`src/rtl/fp_serial_tx.sv`:
```
// Serial transmitter for packed {S,E,F} float words: small FIFO in front of an
// 8N1 shifter (start bit, 8 data bits LSB first, stop bit).
module fp_serial_tx #(
    parameter int CLKS_PER_BIT = 868,
    parameter int FIFO_DEPTH   = 4
) (
    input  logic                        clk,
    input  logic                        rst,
    input  logic                        s_in,
    input  logic [2:0]                  e_in,
    input  logic [3:0]                  f_in,
    input  logic                        in_valid,
    output logic                        in_ready,
    output logic                        tx,
    output logic                        busy,
    output logic                        frame_done,
    output logic [$clog2(FIFO_DEPTH):0] level
);
    localparam int AW = $clog2(FIFO_DEPTH);
    localparam int LW = AW + 1;
    localparam int TW = $clog2(CLKS_PER_BIT);

    typedef enum logic [1:0] {IDLE, START, DATA, STOP} state_t;

    state_t         state, state_nxt;
    logic [TW-1:0]  timer;
    logic [2:0]     bit_idx;
    logic [7:0]     shreg;
    logic [7:0]     mem [FIFO_DEPTH];
    logic [AW-1:0]  wr_ptr, rd_ptr;
    logic           push, pop, bit_end;

    assign bit_end  = (timer == TW'(CLKS_PER_BIT - 1));
    // Full is judged on the registered level, so a same-cycle pop never frees a slot.
    assign in_ready = (level != LW'(FIFO_DEPTH));
    assign push     = in_valid && in_ready;

    always_comb begin
        state_nxt  = state;
        pop        = 1'b0;
        tx         = 1'b1;
        busy       = 1'b0;
        frame_done = 1'b0;
        case (state)
            IDLE: begin
                if (level != '0) begin
                    pop       = 1'b1;
                    state_nxt = START;
                end
            end
            START: begin
                tx   = 1'b0;
                busy = 1'b1;
                if (bit_end) state_nxt = DATA;
            end
            DATA: begin
                tx   = shreg[0];
                busy = 1'b1;
                if (bit_end && bit_idx == 3'd7) state_nxt = STOP;
            end
            STOP: begin
                busy = 1'b1;
                if (bit_end) begin
                    frame_done = 1'b1;
                    if (level != '0) begin
                        pop       = 1'b1;
                        state_nxt = START;
                    end else begin
                        state_nxt = IDLE;
                    end
                end
            end
            default: state_nxt = IDLE;
        endcase
    end

    always_ff @(posedge clk) begin
        if (rst) begin
            state   <= IDLE;
            timer   <= '0;
            bit_idx <= '0;
            shreg   <= '0;
        end else begin
            state <= state_nxt;
            // Every state change coincides with bit_end, so this also clears on transitions.
            if (state == IDLE || bit_end) timer <= '0;
            else                          timer <= timer + TW'(1);
            if (state == START)                bit_idx <= '0;
            else if (state == DATA && bit_end) bit_idx <= bit_idx + 3'd1;
            if (pop)                           shreg <= mem[rd_ptr];
            else if (state == DATA && bit_end) shreg <= shreg >> 1;
        end
    end

    always_ff @(posedge clk) begin
        if (rst) begin
            wr_ptr <= '0;
            rd_ptr <= '0;
            level  <= '0;
        end else begin
            if (push) wr_ptr <= wr_ptr + AW'(1);
            if (pop)  rd_ptr <= rd_ptr + AW'(1);
            case ({push, pop})
                2'b10:   level <= level + LW'(1);
                2'b01:   level <= level - LW'(1);
                default: level <= level;
            endcase
        end
    end

    always_ff @(posedge clk) begin
        if (push && !rst) mem[wr_ptr] <= {s_in, e_in, f_in};
    end
endmodule
```
`config.mk`:
```
export PLATFORM = sky130hd
export DESIGN_NAME = fp_serial_tx
export DESIGN_NICKNAME = d
export VERILOG_FILES = /design/src/rtl/fp_serial_tx.sv
export SDC_FILE = /design/constraint.sdc
export NUM_CORES = 1
export LEC_CHECK = 0
export ABC_AREA = 1
export BUFFER_PORTS_ARGS = -buffer_cell sky130_fd_sc_hd__buf_2
export CORE_MARGIN = 1
export CORE_UTILIZATION = 64
export CTS_CLUSTER_SIZE = 10
export DETAILED_ROUTE_END_ITERATION = 7
export PLACE_DENSITY = 0.81
export SYNTH_ARGS = -nofsm -noshare
export SYNTH_HDL_FRONTEND = slang
export SYNTH_SLANG_ARGS = --single-unit
```
`constraint.sdc`:
```
create_clock -name clk -period 6.1 [get_ports clk]
set_clock_uncertainty 0.2 [all_clocks]
set_input_delay 0.61 -clock clk [delete_from_list [all_inputs] [get_ports clk]]
set_output_delay 0.61 -clock clk [all_outputs]
set_load 0.1 [all_outputs]
```
Word-level counts from Yosys, hierarchy flattened
Memory sizes are Yosys's and may differ from the RTL's. A register that Yosys moved wholly into a read port is not among the register bits.
Cells that the tools add are included.
- eq/ne operators: 12
- $add $sub $neg: 6
- muxes and demuxes: 20
- reduce and logical (&&, ||, !) cells: 14
- operator list (cell ; count):
    $mux W8 ; 2
    $mux W2 ; 6
    $add A10 B1 Y10 const B ; 1
    $eq A10 B10 Y1 const B ; 1
    $mux W1 ; 8
    $ne A2 B2 Y1 const B ; 4
    $pmux W2 S4 ; 1
    $add A3 B1 Y3 const B ; 2
    $eq A2 B2 Y1 const B ; 3
    $pmux W3 S2 ; 1
    $add A2 B1 Y2 const B ; 2
    $eq A2 B1 Y1 const B ; 2
    $logic_and A1 B1 Y1 ; 4
    $pmux W1 S2 ; 2
    $reduce_and A4 Y1 ; 1
    $reduce_bool A2 Y1 ; 2
    $reduce_or A2 Y1 ; 2
    $eq A3 B3 Y1 const B ; 1
    $ne A3 B3 Y1 const B ; 1
    $reduce_bool A3 Y1 ; 1
    $reduce_or A3 Y1 ; 1
    $sub A3 B1 Y3 const B ; 1
    $logic_not A2 Y1 ; 1
    $logic_not A1 Y1 ; 1
    $logic_or A1 B1 Y1 ; 1
- register bits after elaboration: 30
- input port bits: 11
- memories: 1
- RAM bits: 32
- word-level logic and storage cells: 60
- output and inout bits: 7
- memory list (memory ; words ; width ; read ports ; clocked after Yosys merged registers in ; wr ports ; line ; source):
    mem ; 4 ; 8 ; 1 ; 1 ; 1 ; 29 ; logic [7:0] mem [FIFO_DEPTH];

Depth between registers and ports, before layout
Gate-level depths: netlist of the first run.
- depth after elaboration: 6
- gate-level depth with buffers: 14

Worst setup path before layout of the first run
Ideal clock, no wire load.
- kind: register -> register
- from: reg level[2]
- to: reg level[2]
- arrival: 3386 ps
- clock period less this slack: 3713 ps
- setup slack: 2387 ps
- path buffers: 0
- stages on the path, launching flop included: 10
- setup time: 127 ps
- cell sequence: dfxtp_1 nand3_1 nand2_1 ha_1 inv_1 fa_1 a21oi_1 o21ai_0 o21ai_0 a21oi_1
- elaborated cells between the ends (all ways): 12
- those cells by class: add/sub (2); eq/ne (3); mux (4); reduce/logical (3)
- RTL lines (element ; line ; source):
    from (decl) ; 17 ; output logic [$clog2(FIFO_DEPTH):0] level
    from (signal assigned) ; 104 ; 2'b10: level <= level + LW'(1);
    from (signal assigned) ; 105 ; 2'b01: level <= level - LW'(1);
    from (signal assigned) ; 106 ; default: level <= level;
    $ne A3 B3 Y1 (*) ; 35 ; assign in_ready = (level != LW'(FIFO_DEPTH));
    net in_ready ; 13 ; output logic in_ready,
    $logic_and A1 B1 Y1 (*) ; 36 ; assign push = in_valid && in_ready;
    $eq A2 B1 Y1 or $eq A2 B2 Y1 (tied branches) ; 103 ; case ({push, pop})
    $pmux W3 S2 or $reduce_bool A2 Y1 (tied branches) ; n/a ;
Mark *: on every way through the listed nets, which the timed path passes. The rest lies on a longest branch.
A chain may end at the register's enable or synchronous reset.

Final worst setup path of the first run
- from: reg state[0]
- to: reg level[2]
- cells in the longest elaborated chain, start to end: 4
- elaborated cells between the ends (all ways): 7
- those cells by class: eq/ne (3); mux (2); reduce/logical (2)
- ends and longest elaborated chain (element ; line ; source):
    from (decl) ; 25 ; state_t state, state_nxt;
    from (signal assigned) ; 84 ; state <= state_nxt;
    $eq A2 B2 Y1 or $logic_not A2 Y1 (tied branches) ; 44 ; case (state)
    $pmux W1 S2 (*) ; 44 ;
    $eq A2 B1 Y1 or $eq A2 B2 Y1 (tied branches) ; 103 ;
    $pmux W3 S2 or $reduce_bool A2 Y1 (tied branches) ; n/a ;
Mark *: on every way between the ends. The rest lies on a longest branch, timed or not.

==> summary.md, run 1 <==
| Metric | Value |
|---|---|
| Status | complete, no violations |
| Max_slew headroom | ~46% |
| Num ports | 18 |
| CP delay by family, top | adder cells |
| Chip height | 69.17 um |
| Fin cells | 387 |
| Critical path peak fanout | 18 |
| Worst Hold Depth | 1 |
| Syn nets | ~340 |
| Met3 wire len | 279 um |
| Nets | roughly 360 |
| Final Critical Period | approximately 2.8 ns |
| TritonCTS clock tree | built |
| Pleak | 1.291 nW |
| Pin count of the biggest net entering global routing | 19 |
| Synth Warn # | 0 |
| Peak VDD IR | ~0.0004 V |
| Max Freq | ~0.35 GHz |
| Sequential fraction of the synthesis area | approximately 55% |
| Grt ovf | 0 |
| Most common cell after layout, fill and taps aside | nand2_1 |
| Worst-margin pin slew | between 0.8 and 0.9 ns |
| Placer congestion estimate | ~0.83 |
| Die area | 0.004784 mm2 |
| Yosys cell types | 32 |
| Resize count post-CTS | 0 |
| PD cells | about 480 mW/mm2 |
| Critical path class | reg -> reg |
| Initial antenna violation count | 0 |
| Wl on met1 | 2.485 mm |
| Number of global-route vias before repair | around 2100 |
| Critical Path AT | 2.86 ns |
| Clock Latency Late Sink | ~0.33 ns |
| Final Cycle Share | between 40% and 50% |
| CP Cell Sequence | inv_1 -> ha_1 -> a31oi_4 -> nand2_4 -> inv_2 -> ha_1 -> inv_1 -> fa_1 -> a21oi_1 -> o21ai_0 -> o21ai_0 -> a21oi_1 |
| Filler cell count | between 300 and 400 |
| Max-cap viol count | 0 |
| Initial DRC count | 216 |
| Critical Path Max Stage Delay | 0.41 ns |
| Per-cell routed wire length | 14.21 um |
| Critical Path Stages | 12 |
| Yosys reg bits | 64 |
| CTS buffer count | 9 |
| Sum of negative setup slack | 0 ns |
| H-tree depth | 3 |
| Max clock buf depth | 2 |
| Total GRT Usage | around a quarter |
| Cell count after synthesis | 310 |
| Post-Synthesis Cell Area | 0.002888 mm2 |
| Via density per instance | between 5 and 6 |
| Finished Cell Area | between 0.003 and 0.004 mm2 |
| First-pass GRT wire length | between 9 and 10 mm |
| Crit. End Element | flip-flop |
| Worst EP required | 6.12 ns |
| ANT nets after route | 0 |
| Prevailing post-synth register cell | edfxtp_1 |
| Uppermost layer routed | met4 |
| Layout area overhead | 10.31% |
| RSZ-0062 raised after global routing | false |
| CP Launch Type | flip-flop |
| Post-synth EDFFs | 32 |
| Post-DP HPWL | 3.822 mm |
| Commonest non-fill, non-tap cells in the layout | 76 x nand2_1, 38 x nand3_1, 32 x dfxtp_1, 32 x edfxtp_1, 27 x inv_1 |
| Post-Place Cells | about 370 |
| Post-synth ARST share | 0% |
| Hold-fix buffers at CTS | 0 |
| Metal2 WL | 2.583 mm |
| Iteration count of the initial detailed-routing pass | 4 |
| Die width | 69.17 um |
| Final wirelength | approximately 5.5 mm |
| Layout cells sized above 1 | between 10 and 15% |
| Final setup viols | 0 |
| Clock transition at path regs | roughly 0.070 ns |
| Via count of the routed design | roughly 2100 |
| Final core occ | around 73% |
| Overall power | ~1.5 mW |
| Hold Violations, Final | 0 |
| Reg2reg path depth | 12 |
| Residual DRC count | 0 |
| Starting Density | around 66% |
| Slew Limit Fails | 0 |
| Crit path buffers/inverters | 3 |
| Post-DP Area | ~0.0030 mm2 |
| Post-CTS setup buffers | 0 |
| Ant diodes | 0 |
| Area of the core | 0.004354 mm2 |
| Clk sinks | between 60 and 70 |
| Min-delay worst type | reg -> reg |
| Worst path slowest cell | dfxtp_1 |
| Port buffer count | 17 |
| FP Rows | 24 |
| Syn avg cell area | around 9.3 um2 |
| Root buffer cell | clkbuf_8 |
-- worst paths after layout --
check	from	to	slack [ns]
worst max-delay path	state[0]	level[2]	3.26
worst min register to register	timer[0]	timer[0]	0.25
worst min-delay path	timer[0]	timer[0]	0.25
worst max register to register	state[0]	level[2]	3.26
-- sequential cells by signal, indices dropped and copies added, names as in the netlist, named ones only --
signal / flops
rd_ptr: 2
wr_ptr: 2
timer: 10
bit_idx: 3
shreg: 8
state: 2
level: 3
mem: 32
-- stage by stage --
step                      setup slack, ns  hold slack (ns)
after floorplan                     2.387           0.2179
after global placement              3.383           0.2310
after detailed placement            3.300           0.2397
after CTS                           3.286           0.2561
after global routing                3.015           0.2749
final                               3.258           0.2525
-- worst register-to-register path: cells and delay by family (launching register included) --
kind	cells	cell delay [ns]
AND/OR/NAND/NOR	1	0.19
AO/OA/AOI/OAI	5	0.75
flip-flops	1	0.41
buffers and inverters	3	0.30
adder cells (fa/ha/maj)	3	0.89
-- synthesized netlist by cell type (all sizes together), types with 2 or more instances --
cell type,n,area [um2]
o21ai,10,50.04
a21oi,24,123.9
nand4,3,33.78
nor2,22,97.59
nand2,81,326.6
xor2,3,26.28
edfxtp,32,960.9
a31oi,2,27.53
nor3,4,20.02
ha,13,162.7
nand3,39,200.2
inv,30,112.6
buf,4,26.27
dfxtp,32,640.6
or2,2,12.51
clkbuf,3,11.26
-- final cells by class --
cell class	instances	area, um2	area share (%)
Sequential cell	64	1602	50.27
Multi-Input combinational cell	209	1136	35.66
Clock buffer	9	123.9	3.888
Inverter	30	112.6	3.535
Timing Repair Buffer	17	85.08	2.671
Tap cell	52	65.06	2.042
Clock inverter	6	61.31	1.925
-- per-layer routing --
| layer | vias to the layer above | track usage [%] |
|---|---|---|
| li1 | 1077 | - |
| met1 | 971 | 33.96 |
| met2 | 53 | 39.70 |
| met3 | 12 | 5.233 |
| met4 | 0 | 17.23 |
| met5 | - | 0 |
-- where the power goes --
group / internal, mW / switching (mW)
Combinational: 0.170 / 0.455
Sequential: 0.513 / 0.0528
Clock: 0.185 / 0.157
Total: 0.868 / 0.664
-- logic make-up after synthesis --
group,synth area share [%]
fa+ha+maj,6.326
compound gates,7.452
flops,55.46
simple gates,24.65
xor+xnor,0.9100
buf+inv,5.199
Power figures use the tool's default switching activity.
==> run 2: changes to the inputs <==
CORE_UTILIZATION = 60   (was 64)
PLACE_DENSITY = 0.77   (was 0.81)
clock period = 2.81 ns   (was 6.1 ns; I/O delays follow)
==> summary.md, run 2 (synthesis gave the netlist of run 1 again) <==
| Metric | Value |
|---|---|
| Flop-to-flop setup slack | 0.27 ns (-2.99 ns) |
| Commonest non-fill, non-tap cells in the layout | 76 x nand2_1, 37 x nand3_1, 32 x edfxtp_1, 28 x dfxtp_1, 26 x inv_1 |
| PD cells | 1025 mW/mm2 (+110%) |
| Max clock buf depth | 2 (unchanged) |
| Clk sinks | 64 (unchanged) |
| Filler cell count | 316 (-2.8%) |
| Final hold slack | 0.09157 ns (-0.1609 ns) |
| Number of global-route vias before repair | 2121 (+2.6%) |
| Critical path class | reg -> reg |
| Hold Violations, Final | 0 (unchanged) |
| Per-cell routed wire length | 13.62 um (-4.1%) |
| FP Rows | 24 (unchanged) |
| Largest Register | mem |
| Worst Hold Depth | 2 (+1) |
| Met3 wire len | 220 um (-21%) |
| H-tree depth | 3 (unchanged) |
| Residual DRC count | 0 (unchanged) |
| Critical Path Max Stage Delay | 0.37 ns (-0.04 ns) |
| Post-CTS setup buffers | 0 (unchanged) |
| Final Critical Period | 2.544 ns (-0.2979 ns) |
| Final Cycle Share | 90.54% (+44 points) |
| Chip height | 71.38 um (+3.2%) |
| Worst path slowest cell | dfxtp_1 |
| Die width | 71.38 um (+3.2%) |
| Via density per instance | 5.356 (-1.9%) |
| Pleak | 1.355 nW (+5.0%) |
| First-pass GRT wire length | 9.570 mm (+1.2%) |
| Slew Limit Fails | 0 (unchanged) |
| Layout area overhead | 16.03% |
| Reg2reg path depth | 14 (+2) |
| Metal2 WL | 2.679 mm (+3.7%) |
| Clock transition at path regs | 0.07 ns (about the same) |
| CP Cell Sequence | ha_2 -> nand2_2 -> nor2_4 -> nand4_4 -> nand2_4 -> nand2_4 -> inv_2 -> ha_1 -> inv_1 -> fa_2 -> a21oi_2 -> o21ai_1 -> o21ai_1 -> a21oi_1 |
| Die area | 0.005094 mm2 (+6.5%) |
| Peak VDD IR | 0.0009373 V (+140%) |
| TritonCTS clock tree | built |
| Layout cells sized above 1 | 18.18% (+3.9 points) |
| Wl on met1 | 2.498 mm (+0.52%) |
| CTS buffer count | 9 (unchanged) |
| ANT nets after route | 0 (unchanged) |
| Largest registers | mem x32, timer x10, shreg x8 |
| Largest register FFs | 32 (unchanged) |
| Iteration count of the initial detailed-routing pass | 4 (unchanged) |
| Sum of negative setup slack | 0 ns (unchanged) |
| Max-cap viol count | 0 (unchanged) |
| Uppermost layer routed | met4 |
| Starting Density | 64.54% (-1.8 points) |
| Status | complete, no violations |
| Via count of the routed design | 2164 (+2.4%) |
| Final wirelength | 5.504 mm (about the same) |
| Min-delay worst type | in -> reg |
| Post-DP HPWL | 3.793 mm (-0.77%) |
| Crit. End Element | flip-flop |
| CP Launch Type | flip-flop |
| Final setup viols | 0 (unchanged) |
| Port buffer count | 17 (unchanged) |
| Most common cell after layout, fill and taps aside | nand2_1 |
| Initial antenna violation count | 0 (unchanged) |
| Grt ovf | 0 (unchanged) |
| Max Freq | 0.3931 GHz (+12%) |
| Nets | 372 (+4.5%) |
| Root buffer cell | clkbuf_8 |
| Total GRT Usage | 25.19% (-0.89 points) |
| Ant diodes | 0 (unchanged) |
| RSZ-0062 raised after global routing | false |
| Clock Latency Late Sink | 0.34 ns (about the same) |
| Pin count of the biggest net entering global routing | 18 (-1) |
| Area of the core | 0.004474 mm2 (+2.8%) |
| Critical Path AT | 2.56 ns (-0.30 ns) |
| Placer congestion estimate | 0.8335 (about the same) |
| Num ports | 18 (unchanged) |
| Worst-margin pin slew | 0.4968 ns (-0.3095 ns) |
| Max_slew headroom | 67.11% (+21 points) |
| Initial DRC count | 177 (-18%) |
| Worst EP required | 2.83 ns (-3.29 ns) |
| Critical path peak fanout | 8 (-10) |
## run 2: cell type report
class / instances / area, um2 / share of cell area (%)
multi-input cells: 209 / 1150 / 34.32
clock inverters: 5 / 56.30 / 1.680
clock buffers: 11 / 131.4 / 3.921
flip-flops and latches: 64 / 1607 / 47.95
inverters: 30 / 116.4 / 3.473
well taps: 52 / 65.06 / 1.942
repair buffers: 33 / 225.2 / 6.721
## run 2: worst max-delay path: cells and delay by family, from the launching register on
kind / cells / cell delay [ns]
compound gates: 4 / 0.43
simple gates: 5 / 0.51
buf+inv: 2 / 0.17
fa+ha+maj: 3 / 0.74
flops: 1 / 0.37
## run 2: worst paths after layout
check	from	endpoint
worst min-delay path	rst	shreg[6]
worst max-delay path	timer[0]	level[2]
worst max register to register	timer[0]	level[2]
worst min register to register	timer[0]	timer[0]
## run 2: through the flow
stage	total power [mW]	area, um2	std cells	util (%)	setup WS, ns
2_1_floorplan	2.373	2900	310	-	-0.09407
3_3_place_gp	2.617	3073	380	68.68	0.3318
3_5_place_dp	2.666	3073	380	68.68	0.2067
4_1_cts	3.424	3341	404	74.66	0.1312
5_1_grt	3.672	3351	404	74.89	0.06374
6_report	3.433	3351	404	74.89	0.2659
## run 2: routing by layer
layer	GRT usage [%]	up-vias
met3	6.751	11
met5	0	-
li1	-	1111
met4	12.22	0
met1	32.34	990
met2	39.79	52
## run 2: what timing repair did
item                                   in CTS  in global routing
setup endpoints to repair                   0                  1
hold buffers                                8                  0
endpoints found under the hold margin      32                  0
resized for setup                           0                  6
## run 2: power by group
part | switching [mW] | leakage (nW) | total [mW] | internal [mW]
clock | 0.346 | 0.0937 | 0.756 | 0.410
sequential | 0.0835 | 0.553 | 1.20 | 1.12
combinational | 1.04 | 0.708 | 1.48 | 0.438
